<file path="src/rtl/lc3_addr_pkg.sv">
// Shared types and reset constants for the LC-3 address-generation stage.
package lc3_addr_pkg;

  typedef enum logic [1:0] {
    PCMUX_INC  = 2'b00,
    PCMUX_BUS  = 2'b01,
    PCMUX_ADDR = 2'b10,
    PCMUX_RSVD = 2'b11
  } pcmux_e;

  typedef enum logic {
    ADDR1_PC    = 1'b0,
    ADDR1_BASER = 1'b1
  } addr1mux_e;

  typedef enum logic [1:0] {
    ADDR2_ZERO = 2'b00,
    ADDR2_OFF6 = 2'b01,
    ADDR2_OFF9 = 2'b10,
    ADDR2_OFF11 = 2'b11
  } addr2mux_e;

  typedef enum logic {
    MARMUX_BUS  = 1'b0,
    MARMUX_ADDR = 1'b1
  } marmux_e;

  localparam logic [15:0] PC_RESET_VAL  = 16'h0000;
  localparam logic [15:0] MAR_RESET_VAL = 16'h0000;
  localparam logic [2:0]  NZP_RESET_VAL = 3'b010;

endpackage

</file>
<file path="src/rtl/pc_addr_unit_nzp_ben.sv">
// Condition-code register and branch-enable flag; BEN always samples the
// registered NZP, so a same-cycle CC load is not seen until the next cycle.
module nzp_ben_unit import lc3_addr_pkg::*; #(
  parameter logic [2:0] NZP_RESET = NZP_RESET_VAL
) (
  input  logic        Clk,
  input  logic        Reset,
  input  logic [15:0] Bus,
  input  logic        LD_CC,
  input  logic        LD_BEN,
  input  logic [2:0]  ir_cond,
  output logic [2:0]  NZP,
  output logic        BEN
);

  logic       cc_n;
  logic       cc_z;
  logic [2:0] cc_next;
  logic       ben_next;

  assign cc_n     = Bus[15];
  assign cc_z     = (Bus == 16'h0000);
  assign cc_next  = {cc_n, cc_z, ~cc_n & ~cc_z};
  assign ben_next = |(ir_cond & NZP);

  always_ff @(posedge Clk or posedge Reset) begin
    if (Reset) begin
      NZP <= NZP_RESET;
      BEN <= 1'b0;
    end else begin
      if (LD_CC)  NZP <= cc_next;
      if (LD_BEN) BEN <= ben_next;
    end
  end

endmodule

</file>
<file path="src/rtl/sext.sv">
// Sign-extends an IW-bit immediate field to a 16-bit datapath word.
module sext #(
  parameter int IW = 6
) (
  input  logic [IW-1:0] field,
  output logic [15:0]   value
);

  assign value = {{(16-IW){field[IW-1]}}, field};

endmodule

</file>
<file path="src/rtl/pc_addr_unit.sv">
// LC-3 PC / MAR / effective-address stage: offset adder, PC and MAR
// registers, and the condition-code / branch-enable sub-unit.
module pc_addr_unit import lc3_addr_pkg::*; #(
  parameter logic [15:0] PC_RESET  = PC_RESET_VAL,
  parameter logic [2:0]  NZP_RESET = NZP_RESET_VAL
) (
  input  logic        Clk,
  input  logic        Reset,
  input  logic [15:0] IR,
  input  logic [15:0] BaseR,
  input  logic [15:0] Bus,
  input  logic        LD_PC,
  input  logic        LD_MAR,
  input  logic        LD_CC,
  input  logic        LD_BEN,
  input  logic [1:0]  PCMUX,
  input  logic        ADDR1MUX,
  input  logic [1:0]  ADDR2MUX,
  input  logic        MARMUX,
  output logic [15:0] PC,
  output logic [15:0] MAR,
  output logic [15:0] ADDR_OUT,
  output logic [2:0]  NZP,
  output logic        BEN
);

  logic [15:0] off6;
  logic [15:0] off9;
  logic [15:0] off11;
  logic [15:0] op_a;
  logic [15:0] op_b;
  logic [15:0] pc_next;
  logic [15:0] mar_next;
  logic        unused_ir;

  // Opcode bits are decoded by the control FSM, not here.
  assign unused_ir = ^IR[15:12];

  sext #(.IW(6))  u_sext6  (.field(IR[5:0]),  .value(off6));
  sext #(.IW(9))  u_sext9  (.field(IR[8:0]),  .value(off9));
  sext #(.IW(11)) u_sext11 (.field(IR[10:0]), .value(off11));

  always_comb begin
    op_a = (addr1mux_e'(ADDR1MUX) == ADDR1_BASER) ? BaseR : PC;
    op_b = 16'h0000;
    case (addr2mux_e'(ADDR2MUX))
      ADDR2_ZERO:  op_b = 16'h0000;
      ADDR2_OFF6:  op_b = off6;
      ADDR2_OFF9:  op_b = off9;
      ADDR2_OFF11: op_b = off11;
      default:     op_b = 16'h0000;
    endcase
  end

  assign ADDR_OUT = op_a + op_b;

  always_comb begin
    pc_next = PC;
    case (pcmux_e'(PCMUX))
      PCMUX_INC:  pc_next = PC + 16'h0001;
      PCMUX_BUS:  pc_next = Bus;
      PCMUX_ADDR: pc_next = ADDR_OUT;
      default:    pc_next = PC;
    endcase
  end

  assign mar_next = (marmux_e'(MARMUX) == MARMUX_ADDR) ? ADDR_OUT : Bus;

  always_ff @(posedge Clk or posedge Reset) begin
    if (Reset) begin
      PC  <= PC_RESET;
      MAR <= MAR_RESET_VAL;
    end else begin
      if (LD_PC)  PC  <= pc_next;
      if (LD_MAR) MAR <= mar_next;
    end
  end

  nzp_ben_unit #(.NZP_RESET(NZP_RESET)) u_nzp_ben (
    .Clk     (Clk),
    .Reset   (Reset),
    .Bus     (Bus),
    .LD_CC   (LD_CC),
    .LD_BEN  (LD_BEN),
    .ir_cond (IR[11:9]),
    .NZP     (NZP),
    .BEN     (BEN)
  );

endmodule

</file>
<file path="config.mk">
export PLATFORM = sky130hd
export DESIGN_NAME = pc_addr_unit
export DESIGN_NICKNAME = d
export VERILOG_FILES = /design/src/rtl/lc3_addr_pkg.sv /design/src/rtl/pc_addr_unit_nzp_ben.sv /design/src/rtl/sext.sv /design/src/rtl/pc_addr_unit.sv
export SDC_FILE = /design/constraint.sdc
export NUM_CORES = 1
export LEC_CHECK = 0
export BUFFER_PORTS_ARGS = -buffer_cell sky130_fd_sc_hd__buf_4
export CAP_MARGIN = 20
export CORE_ASPECT_RATIO = 1.25
export CORE_UTILIZATION = 52
export CTS_CLUSTER_SIZE = 25
export DETAILED_ROUTE_END_ITERATION = 8
export HOLD_SLACK_MARGIN = 0.05
export PLACE_DENSITY = 0.87
export RECOVER_POWER = 25
export SYNTH_ARGS = -nofsm -noshare
export SYNTH_HDL_FRONTEND = slang
export SYNTH_SLANG_ARGS = --single-unit
</file>
<file path="constraint.sdc">
create_clock -name Clk -period 4.71 [get_ports Clk]
set_input_delay 0.942 -clock Clk [delete_from_list [all_inputs] [get_ports Clk]]
set_output_delay 0.942 -clock Clk [all_outputs]
set_load 0.01 [all_outputs]
</file>
==> metrics.txt <==
count of input and output buffers=107; Max IR drop VDD=0.000232 V; R2R Path Start=PC[0]; postcts setup bufs=0; die width=73.4 um; compound-gate portion of the synthesized area=24.5%; hpwl dp=8.23 mm; Tot Pwr=1.73 mW; failing checks=max-capacitance violations, max-slew violations; Critical Path Most Common Cell=buf_4; GRT Total Usage=31.8%; Layout Utilization=69.4%; Synth Cell Area=3310 um2; drt first pass iters=5; hold crit path type=reg2reg; CTS tree=done; Max Fclk=228 MHz; WL final=10.3 mm; largest family of logic cells by synthesized area=compound AO/OA/AOI/OAI gates; hold-fix buffer count after cts=0; LEAKAGE=1.96 nW; # placed instances=582; Adder-Cell Fraction of Synth Area=7.79%; CORE AREA=6170 um2; Synth Area in Simple Gates=21.0%; fraction of synthesized area in multiplexers=12.2%; synth unique cells=60; fillers=553; dpl ws=370 ps; Rows=32; final std cells w/o fill=590; grt ovf=0; # IOs=112; largest net degree at the start of global routing=37; clock sinks=36; PnR worst setup slack=329 ps; H-tree depth=2; Reg power frac=27.5%; combinational power share=59.2%; post-synthesis sequential area ratio=27.2%; EDFF count, synth=0; CP arrival=3440 ps; post-cts sizing count=0; CP Buf/Inv Count=3; initial antenna violation count=0; worst path cell trace=buf_4, buf_4, mux2_2, ha_1, a21oi_1, a211oi_1, a21oi_1, o21ai_2, xnor2_1, buf_4; CTS Buffer Depth=2; global placement routability congestion=0.949; CP max-delay cell=ha_1; # DRC=0; asr flop ratio synth=100%; CP startpoint=ADDR1MUX; vias per cell=6.00; Antenna Cells=0; first-pass GRT wire length=16.3 mm; min-delay src=MAR[2]; Hold Violations, Final=0; Die Footprint=6690 um2; chip height=91.2 um; endpoints failing setup=0; Power Dens Cells=405 nW/um2; Syn Area/Cell=8.19 um2; share of cells above drive strength 1=30.7%; Cells after Synth=404; number of global-route vias before repair=3273; Mapped Nets=484; vias after detailed routing=3538; Slew @ Worst Pin=1980 ps; DR iter-0 viols=274; Root Buffer=clkbuf_8; Final #Nets=584; Ys Warns=0; worst skew pair latency=300 ps; Final min period=4380 ps; Clk network pwr share=13.3%; TritonCTS Buffers=5; Rel. slew slack=-31.7%; crit path kind=in2out; CP Capture Type=output port; routed len/inst=17.5 um; Clock Pin Slew Worst Setup and Hold Paths=80 ps; #FFs+latches synth=36; Period Utilization, post-route=93.0%; max-cap violation count=1; clk_skew=6.32 ps; Fin Setup TNS=0 ps; antenna viol nets, final=0; Area Growth Syn to Fin=29.2%; Most used DFF post-synth=dfrtp_1; CP peak stage delay=390 ps; fin. max-slew vios=37; unrepaired setup endpoints after global routing=false; Data required, critical path=3770 ps; Switching Share=43.9%; Crit Path Max Fanout=9; outcome=finished, violations left; CP Launch Type=primary input; critical path's top delay family=compound AO/OA/AOI/OAI gates; Synth Area in XOR/XNOR=3.17%; Starting Density=53.7%; NetSw=0.761 mW; internal power=0.972 mW
final timing paths:
kind	endpoint	slack, ps	cells past startpoint
worst min-delay path	MAR[2]	530	1
worst min register to register	MAR[2]	530	1
max in group asynchronous	MAR[12]	2220	3
worst max-delay path	ADDR_OUT[15]	330	10
worst max register to register	PC[12]	1760	10
min in group asynchronous	u_nzp_ben.NZP[2]	1350	3
area by class of cell:
class | count | area, um2 | area share [%]
clock buffers | 5 | 68.8 | 1.61
inverters | 13 | 48.8 | 1.14
flip-flops and latches | 36 | 902 | 21.1
well taps | 85 | 106 | 2.49
clock inverters | 3 | 23.8 | 0.556
repair buffers | 115 | 856 | 20.0
multi-input cells | 333 | 2270 | 53.1
cell usage after synthesis (all sizes together) (3+ instances only):
library cell,count,area share [%]
a21oi,47,7.2
nand2b,7,1.3
ha,19,7.2
a31oi,5,0.94
buf,4,0.60
a31o,5,1.3
a21o,3,0.68
a211oi,8,2.1
and3,3,0.57
and4,3,0.79
nor4,7,1.3
and2,4,0.76
nand4,3,0.57
inv,13,1.5
o22ai,4,0.76
dfrtp,35,26
nand3b,3,0.68
mux2,18,6.1
nand3,12,2.0
a22oi,4,0.91
xnor2,10,2.6
nor2,34,3.9
a221oi,4,1.2
nor3,8,1.2
nand2,37,4.2
nor2b,12,2.3
o21ai,25,4.0
clkbuf,18,2.0
mux2i,20,6.0
sequential cells by signal, indices dropped and copies added (netlist names):
signal / cells
MAR: 16
PC: 16
u_nzp_ben.BEN: 1
u_nzp_ben.NZP: 3
per-stage QoR:
stage          area (um2)  hold slack [ps]
2_1_floorplan        3310              551
3_3_place_gp         4190              508
3_5_place_dp         4190              502
4_1_cts              4290              532
5_1_grt              4280              544
6_report             4280              528
layer usage:
metal / part of all wire [%] / track usage [%]
met5: 0 / 0
met4: 2.8 / 10.6
met3: 6.5 / 4.66
met2: 48 / 52.5
met1: 42 / 42.0
logic make-up after synthesis:
| family | count (synthesis) |
|---|---|
| AO/OA/AOI/OAI | 124 |
| multiplexers | 38 |
| XOR/XNOR | 12 |
| flip-flops | 36 |
| buffers and inverters | 35 |
| AND/OR/NAND/NOR | 139 |
| adder cells (fa/ha/maj) | 20 |
worst reg2reg max path, stage by stage (launching register included):
cell      delay, ps
dfrtp_1         450
mux2_2          290
ha_1            230
fa_1            410
a21o_1          210
a31o_2          280
a211oi_2        250
buf_4           170
o311ai_2        140
a221oi_2        300
a211oi_2         60
power groups by stage:
stage | registers, mW | clock network, mW | logic, mW
after floorplan | 0.499 | 0 | 0.552
after global placement | 0.476 | 0 | 0.996
after detailed placement | 0.479 | 0 | 1.01
after CTS | 0.474 | 0.230 | 1.02
after global routing | 0.488 | 0.244 | 1.10
final | 0.476 | 0.230 | 1.03
placed cells by master (no fill, tap or decap), types with 3 or more instances in the layout:
master / count
a22oi_1: 4
a21o_1: 3
nand4_1: 3
nand3_1: 11
dfrtp_1: 35
mux2_2: 18
and4_1: 3
nor2_1: 33
a31o_2: 5
nand3b_1: 3
clkbuf_8: 5
xnor2_1: 10
and3_1: 3
o21ai_0: 23
o22ai_1: 4
inv_1: 13
buf_4: 112
mux2i_1: 20
nand2_1: 37
nand2b_1: 7
nor2b_1: 12
a31oi_1: 5
a211oi_1: 6
ha_1: 19
nor3_1: 8
a21oi_1: 46
nor4_1: 7
a221oi_1: 3
and2_1: 4
(Power assumes the default switching activity.)
